## config.mk

```make
export PLATFORM = sky130hd
export DESIGN_NAME = mant_mul_seq_flat
export DESIGN_NICKNAME = d
export VERILOG_FILES = /design/src/rtl/mant_mul_seq_if.sv /design/src/rtl/mant_mul_seq.sv /design/src/flat_wrapper.sv
export SDC_FILE = /design/constraint.sdc
export NUM_CORES = 2
export LEC_CHECK = 0
export ABC_AREA = 1
export BUFFER_PORTS_ARGS = -buffer_cell sky130_fd_sc_hd__buf_2
export CAP_MARGIN = 10
export CORE_MARGIN = 2
export CORE_UTILIZATION = 40
export DETAILED_ROUTE_END_ITERATION = 6
export MAX_ROUTING_LAYER = met4
export PLACE_DENSITY_LB_ADDON = 0.08
export SETUP_SLACK_MARGIN = 0.1
export SYNTH_ARGS = -nofsm -noshare
export SYNTH_HDL_FRONTEND = slang
export SYNTH_SLANG_ARGS = --single-unit
```

## constraint.sdc

```tcl
create_clock -name clk -period 8.8 [get_ports clk]
set_clock_uncertainty 0.1 [all_clocks]
set_input_delay 0.44 -clock clk [delete_from_list [all_inputs] [get_ports clk]]
set_output_delay 0.44 -clock clk [all_outputs]
set_load 0.1 [all_outputs]
```

## src/rtl/mant_mul_seq_if.sv

```systemverilog
// Operand/result bundle between operand unpacking, the sequential mantissa
// multiplier and normalisation/rounding.
`timescale 1ns/1ps
interface mant_mul_seq_if #(
   parameter int MANT_W = 53
);
   // start is a request that is sampled only while the multiplier is idle (busy=0).
   // a_in/b_in are captured on the same edge. Requests made while busy are dropped.
   // done pulses for one cycle, and p_out stays valid from then until the next done.
   logic                  start;
   logic [MANT_W-1:0]     a_in;
   logic [MANT_W-1:0]     b_in;
   logic                  busy;
   logic                  done;
   logic [2*MANT_W-1:0]   p_out;

   modport master (
      output start, a_in, b_in,
      input  busy, done, p_out
   );

   modport slave (
      input  start, a_in, b_in,
      output busy, done, p_out
   );
endinterface

```

## src/rtl/mant_mul_seq.sv

```systemverilog
// Sequential 53x53 significand multiplier: one 16x16 multiplier, 16 limb-pair
// products accumulated into a 2*MANT_W-bit sum over 16 cycles.
`timescale 1ns/1ps
module v16x16 (
   input  logic [15:0] i_a,
   input  logic [15:0] i_b,
   output logic [31:0] o_p
);
   assign o_p = i_a * i_b;
endmodule

module mant_mul_seq #(
   parameter int MANT_W = 53
) (
   input  logic                clk,
   input  logic                rst,
   mant_mul_seq_if.slave       io_bus,
   output logic [0:0]          o_dbg_state
);
   localparam int PW = 2 * MANT_W;

   typedef enum logic {ST_IDLE = 1'b0, ST_MUL = 1'b1} state_t;

   state_t          r_state;
   state_t          w_state_nxt;
   logic            w_accept;
   logic            w_step;
   logic            w_last;

   logic [63:0]     r_a;
   logic [63:0]     r_b;
   logic [PW-1:0]   r_acc;
   logic [PW-1:0]   r_p;
   logic [3:0]      r_k;
   logic            r_busy;
   logic            r_done;

   logic [15:0]     w_a_limb;
   logic [15:0]     w_b_limb;
   logic [31:0]     w_prod;
   logic [2:0]      w_shift;
   logic [PW-1:0]   w_term;
   logic [PW-1:0]   w_sum;

   // k[1:0] walks the a limbs, k[3:2] the b limbs
   assign w_a_limb = r_a[{r_k[1:0], 4'b0000} +: 16];
   assign w_b_limb = r_b[{r_k[3:2], 4'b0000} +: 16];

   v16x16 u_mul (
      .i_a (w_a_limb),
      .i_b (w_b_limb),
      .o_p (w_prod)
   );

   // Every partial sum is bounded by the final product, so truncating to PW is exact
   assign w_shift = {1'b0, r_k[1:0]} + {1'b0, r_k[3:2]};
   assign w_term  = PW'(w_prod) << {w_shift, 4'b0000};
   assign w_sum   = r_acc + w_term;

   always_ff @(posedge clk or posedge rst) begin
      if (rst) begin
         r_state <= ST_IDLE;
      end else begin
         r_state <= w_state_nxt;
      end
   end

   always_comb begin
      w_state_nxt = r_state;
      w_accept    = 1'b0;
      w_step      = 1'b0;
      w_last      = 1'b0;
      case (r_state)
         ST_IDLE: begin
            if (io_bus.start) begin
               w_accept    = 1'b1;
               w_state_nxt = ST_MUL;
            end
         end
         ST_MUL: begin
            w_step = 1'b1;
            if (r_k == 4'd15) begin
               w_last      = 1'b1;
               w_state_nxt = ST_IDLE;
            end
         end
         default: w_state_nxt = ST_IDLE;
      endcase
   end

   always_ff @(posedge clk or posedge rst) begin
      if (rst) begin
         r_a    <= '0;
         r_b    <= '0;
         r_acc  <= '0;
         r_p    <= '0;
         r_k    <= '0;
         r_busy <= 1'b0;
         r_done <= 1'b0;
      end else begin
         r_done <= 1'b0;
         if (w_accept) begin
            r_a    <= 64'(io_bus.a_in);
            r_b    <= 64'(io_bus.b_in);
            r_acc  <= '0;
            r_k    <= '0;
            r_busy <= 1'b1;
         end else if (w_step) begin
            r_acc <= w_sum;
            r_k   <= r_k + 4'd1;
            if (w_last) begin
               r_p    <= w_sum;
               r_done <= 1'b1;
               r_busy <= 1'b0;
            end
         end
      end
   end

   assign io_bus.busy  = r_busy;
   assign io_bus.done  = r_done;
   assign io_bus.p_out = r_p;
   assign o_dbg_state  = r_state;
endmodule

```

## src/flat_wrapper.sv

```systemverilog
// flat-port wrapper written by rule: the top's interface ports become plain ports
module mant_mul_seq_flat 
#(
   parameter int MANT_W = 53
)
  (clk, rst, o_dbg_state, io_bus_start, io_bus_a_in, io_bus_b_in, io_bus_busy, io_bus_done, io_bus_p_out);
  mant_mul_seq_if #(.MANT_W(MANT_W)) io_bus_i ();
  input  logic clk;
  input  logic rst;
  output logic [0:0] o_dbg_state;
  input wire logic [$bits(io_bus_i.start)-1:0] io_bus_start;
  input wire logic [$bits(io_bus_i.a_in)-1:0] io_bus_a_in;
  input wire logic [$bits(io_bus_i.b_in)-1:0] io_bus_b_in;
  output wire logic [$bits(io_bus_i.busy)-1:0] io_bus_busy;
  output wire logic [$bits(io_bus_i.done)-1:0] io_bus_done;
  output wire logic [$bits(io_bus_i.p_out)-1:0] io_bus_p_out;
  assign io_bus_i.start = io_bus_start;
  assign io_bus_i.a_in = io_bus_a_in;
  assign io_bus_i.b_in = io_bus_b_in;
  assign io_bus_busy = io_bus_i.busy;
  assign io_bus_done = io_bus_i.done;
  assign io_bus_p_out = io_bus_i.p_out;
  mant_mul_seq #(.MANT_W(MANT_W)) u_core (.clk(clk), .rst(rst), .io_bus(io_bus_i), .o_dbg_state(o_dbg_state));
endmodule
```

==> summary.md <==
| Metric | Value |
|---|---|
| CTS tree | `yes` |
| CTS H-tree lvls | `2` |
| Port Buffers | `217` |
| Vias/cell | `5.13` |
| Top Ports | `218` |
| Die width | `285 um` |
| Clock Path Buffers | `3` |
| Syn-to-layout area delta | `48.6%` |
| Final core occ | `0.603` |
| Register area share after synthesis | `0.258` |
| Reg clk slew, reported paths | `0.06 ns` |
| Min cycle time layout | `8.76 ns` |
| Endpoints failing setup | `0` |
| Syn Nets | `4970` |
| Syn_area_per_cell | `7.08 um2` |
| Prevailing post-synth register cell | `dfrtp_1` |
| Buf+Inv Stages, Crit Path | `18` |
| GPL Wtd Cong | `1.06` |
| Most common cell on crit path | `buf_4` |
| RSZ-0062 raised after global routing | `true` |
| Crit path max-delay family | `adder cells` |
| Yosys reg bits | `325` |
| FILL cells | `7290` |
| Pre-Repair DR Iteration Count | `5` |
| Worst Tran Pin Value | `1.04 ns` |
| Met2 wire len | `67900 um` |
| Top sig layer | `met4` |
| Ratio of cells with drive above 1 in the final layout | `0.364` |
| Critical Path Max Stage Delay | `0.56 ns` |
| Crit start category | `register` |
| Core area | `0.0777 mm2` |
| Drt total wl | `142000 um` |
| Total track usage | `0.355` |
| Hold crit path type | `in2reg` |
| Total number of vias | `34356` |
| Syn Inst Count | `4454` |
| Clock latency at the later pin of the worst-skew pair | `0.61 ns` |
| Critical path peak fanout | `9` |
| CTS Sinks | `325` |
| First-pass GRT wire length | `210000 um` |
| Crit-path slowest cell | `fa_1` |
| CTS buffer count | `41` |
| Req. time, crit path | `9.14 ns` |
| Fin crit share | `0.996` |
| DR DRC count | `0` |
| Netlist Area Pre-Place | `0.0316 mm2` |
| Async SR Flop Fraction | `1.00` |
| Fin nets | `6147` |
| Initial antenna violation count | `1` |
| Max_cap viols | `0` |
| Post-synth EDFFs | `0` |
| Yosys cell types | `58` |
| N_diodes | `0` |
| Row cnt | `102` |
| Max-Slew Margin vs Limit | `0.309` |
| Initial core utilization | `0.406` |
| Die height | `285 um` |
| Wl on met1 | `58700 um` |
| Total die area | `0.0812 mm2` |
| Global route total overflow | `0` |
| Top cells by area, synth | `dfrtp_1 (26%), nand2_1 (14%), fa_1 (12%)` |
| Final Hold Viols | `0` |
| Max-slew violations | `0` |
| Critical path type | `reg2reg` |
| Yosys top cell area share | `0.258` |
| Worst setup EP type | `register` |
| Largest net degree at the start of global routing | `168` |
| Routed wire length on met3 | `6580 um` |
| Vias in the first global route | `34229` |
| Drt wl/cell | `21.1 um` |
| Routed Antenna Nets | `0` |
| Setup TNS | `0 ns` |
| Synth Warn # | `0` |
| F_max | `114 MHz` |
| Synth area leader | `dfrtp_1` |
| CTS root buffer | `clkbuf_16` |
| HPWL after DPL | `114000 um` |
| 1st-iter DRT viols | `2370` |
| Status | `finished, final reports clean` |
| Arr. time, crit path | `9.11 ns` |
[layout make-up]
class,instances,area (um2),share of cell area
repair buffers,1261,9890,0.211
clock inverters,27,397,0.00846
flip-flops and latches,325,8140,0.174
multi-input cells,3267,23300,0.498
well taps,1040,1300,0.0277
clock buffers,48,1070,0.0229
inverters,735,2770,0.0590
[placed cells by master, fill, tap and decap left out, drive strengths merged, types with 8 or more instances in the layout]
cell / synthesis / routed
nand2: 1189 / 1189
buf: 45 / 1163
inv: 732 / 737
nor2: 504 / 504
dfrtp: 325 / 325
o21ai: 298 / 298
nand3: 248 / 248
a21oi: 243 / 243
ha: 211 / 211
fa: 196 / 196
mux2: 96 / 96
dlygate4sd3: 0 / 96
clkbuf: 82 / 49
nor3: 38 / 38
xnor2: 36 / 36
nand4: 31 / 31
xor2: 27 / 27
nand3b: 21 / 21
or2: 20 / 20
o22ai: 19 / 19
o21bai: 17 / 17
o31ai: 17 / 17
clkinv: 3 / 12
a31oi: 8 / 8
[layer usage]
| metal | track usage | up-vias |
|---|---|---|
| met5 | - | - |
| met4 | 0.164 | 0 |
| met3 | 0.0314 | 298 |
| met2 | 0.590 | 1018 |
| met1 | 0.438 | 16598 |
| li1 | - | 16442 |
[cell usage after synthesis (all sizes together), types with 2 or more instances]
| cell | number |
|---|---|
| a22o | 3 |
| mux2 | 96 |
| a31oi | 8 |
| nor4 | 7 |
| o31ai | 17 |
| o21a | 6 |
| nor2 | 504 |
| and2 | 3 |
| a21oi | 243 |
| o21ai | 298 |
| nor3 | 38 |
| o21bai | 17 |
| nand2 | 1189 |
| o211ai | 2 |
| nand4 | 31 |
| clkbuf | 82 |
| a21o | 6 |
| nand3b | 21 |
| fa | 196 |
| ha | 211 |
| xnor2 | 36 |
| a21boi | 6 |
| or2 | 20 |
| o311ai | 5 |
| clkinv | 3 |
| nand3 | 248 |
| xor2 | 27 |
| inv | 732 |
| buf | 45 |
| o22ai | 19 |
| a32o | 4 |
| dfrtp | 325 |
[cells by family after synthesis]
family          synth area share
xor+xnor                  0.0175
fa+ha+maj                  0.208
flops                      0.258
mux                       0.0346
buf+inv                    0.104
simple gates               0.268
compound gates             0.110
[worst paths after layout]
kind,endpoint,start,depth (start not counted),slack [ns]
min in group asynchronous,u_core.io_bus.done,rst,3,0.19
max reg2reg,u_core.r_acc[104],u_core.r_k[2],46,0.04
max,u_core.r_acc[104],u_core.r_k[2],46,0.04
max in group asynchronous,u_core.r_acc[98],rst,5,6.49
min reg2reg,u_core.io_bus.p_out[85],u_core.io_bus.p_out[85],2,0.37
min,u_core.r_b[25],io_bus_b_in[25],2,0.03
[stage by stage]
stage / setup slack, ns / cells / instance area [um2] / hold slack (ns)
after detailed placement: -0.555 / 6459 / 40500 / 0.261
after global placement: -0.526 / 6459 / 40500 / 0.261
after floorplan: 0.652 / 4454 / 31600 / 0.355
after CTS: 0.0154 / 6675 / 44500 / 0.000527
final: 0.0383 / 6703 / 46900 / 0.0267
after global routing: -0.292 / 6703 / 46900 / 0.00143
[sequential cells by signal, indices dropped and copies added, names as in the netlist]
register	flops
u_core.r_b	53
u_core.io_bus.done	1
u_core.io_bus.p_out	106
u_core.o_dbg_state	1
u_core.io_bus.busy	1
u_core.r_acc	106
u_core.r_k	4
u_core.r_a	53
[repair_timing]
item                                    CTS  global route
setup buffers                            44            25
endpoints found under the setup margin  173           181
gates cloned                              4             0
endpoints found under the hold margin    97             3
hold buffers                             93             3
gates resized for setup                 293           641
pin swaps                                57           195
Power is left out: the tool's default activity adds up to more than one toggle a clock period on the data nets, which glitch-free logic cannot reach.
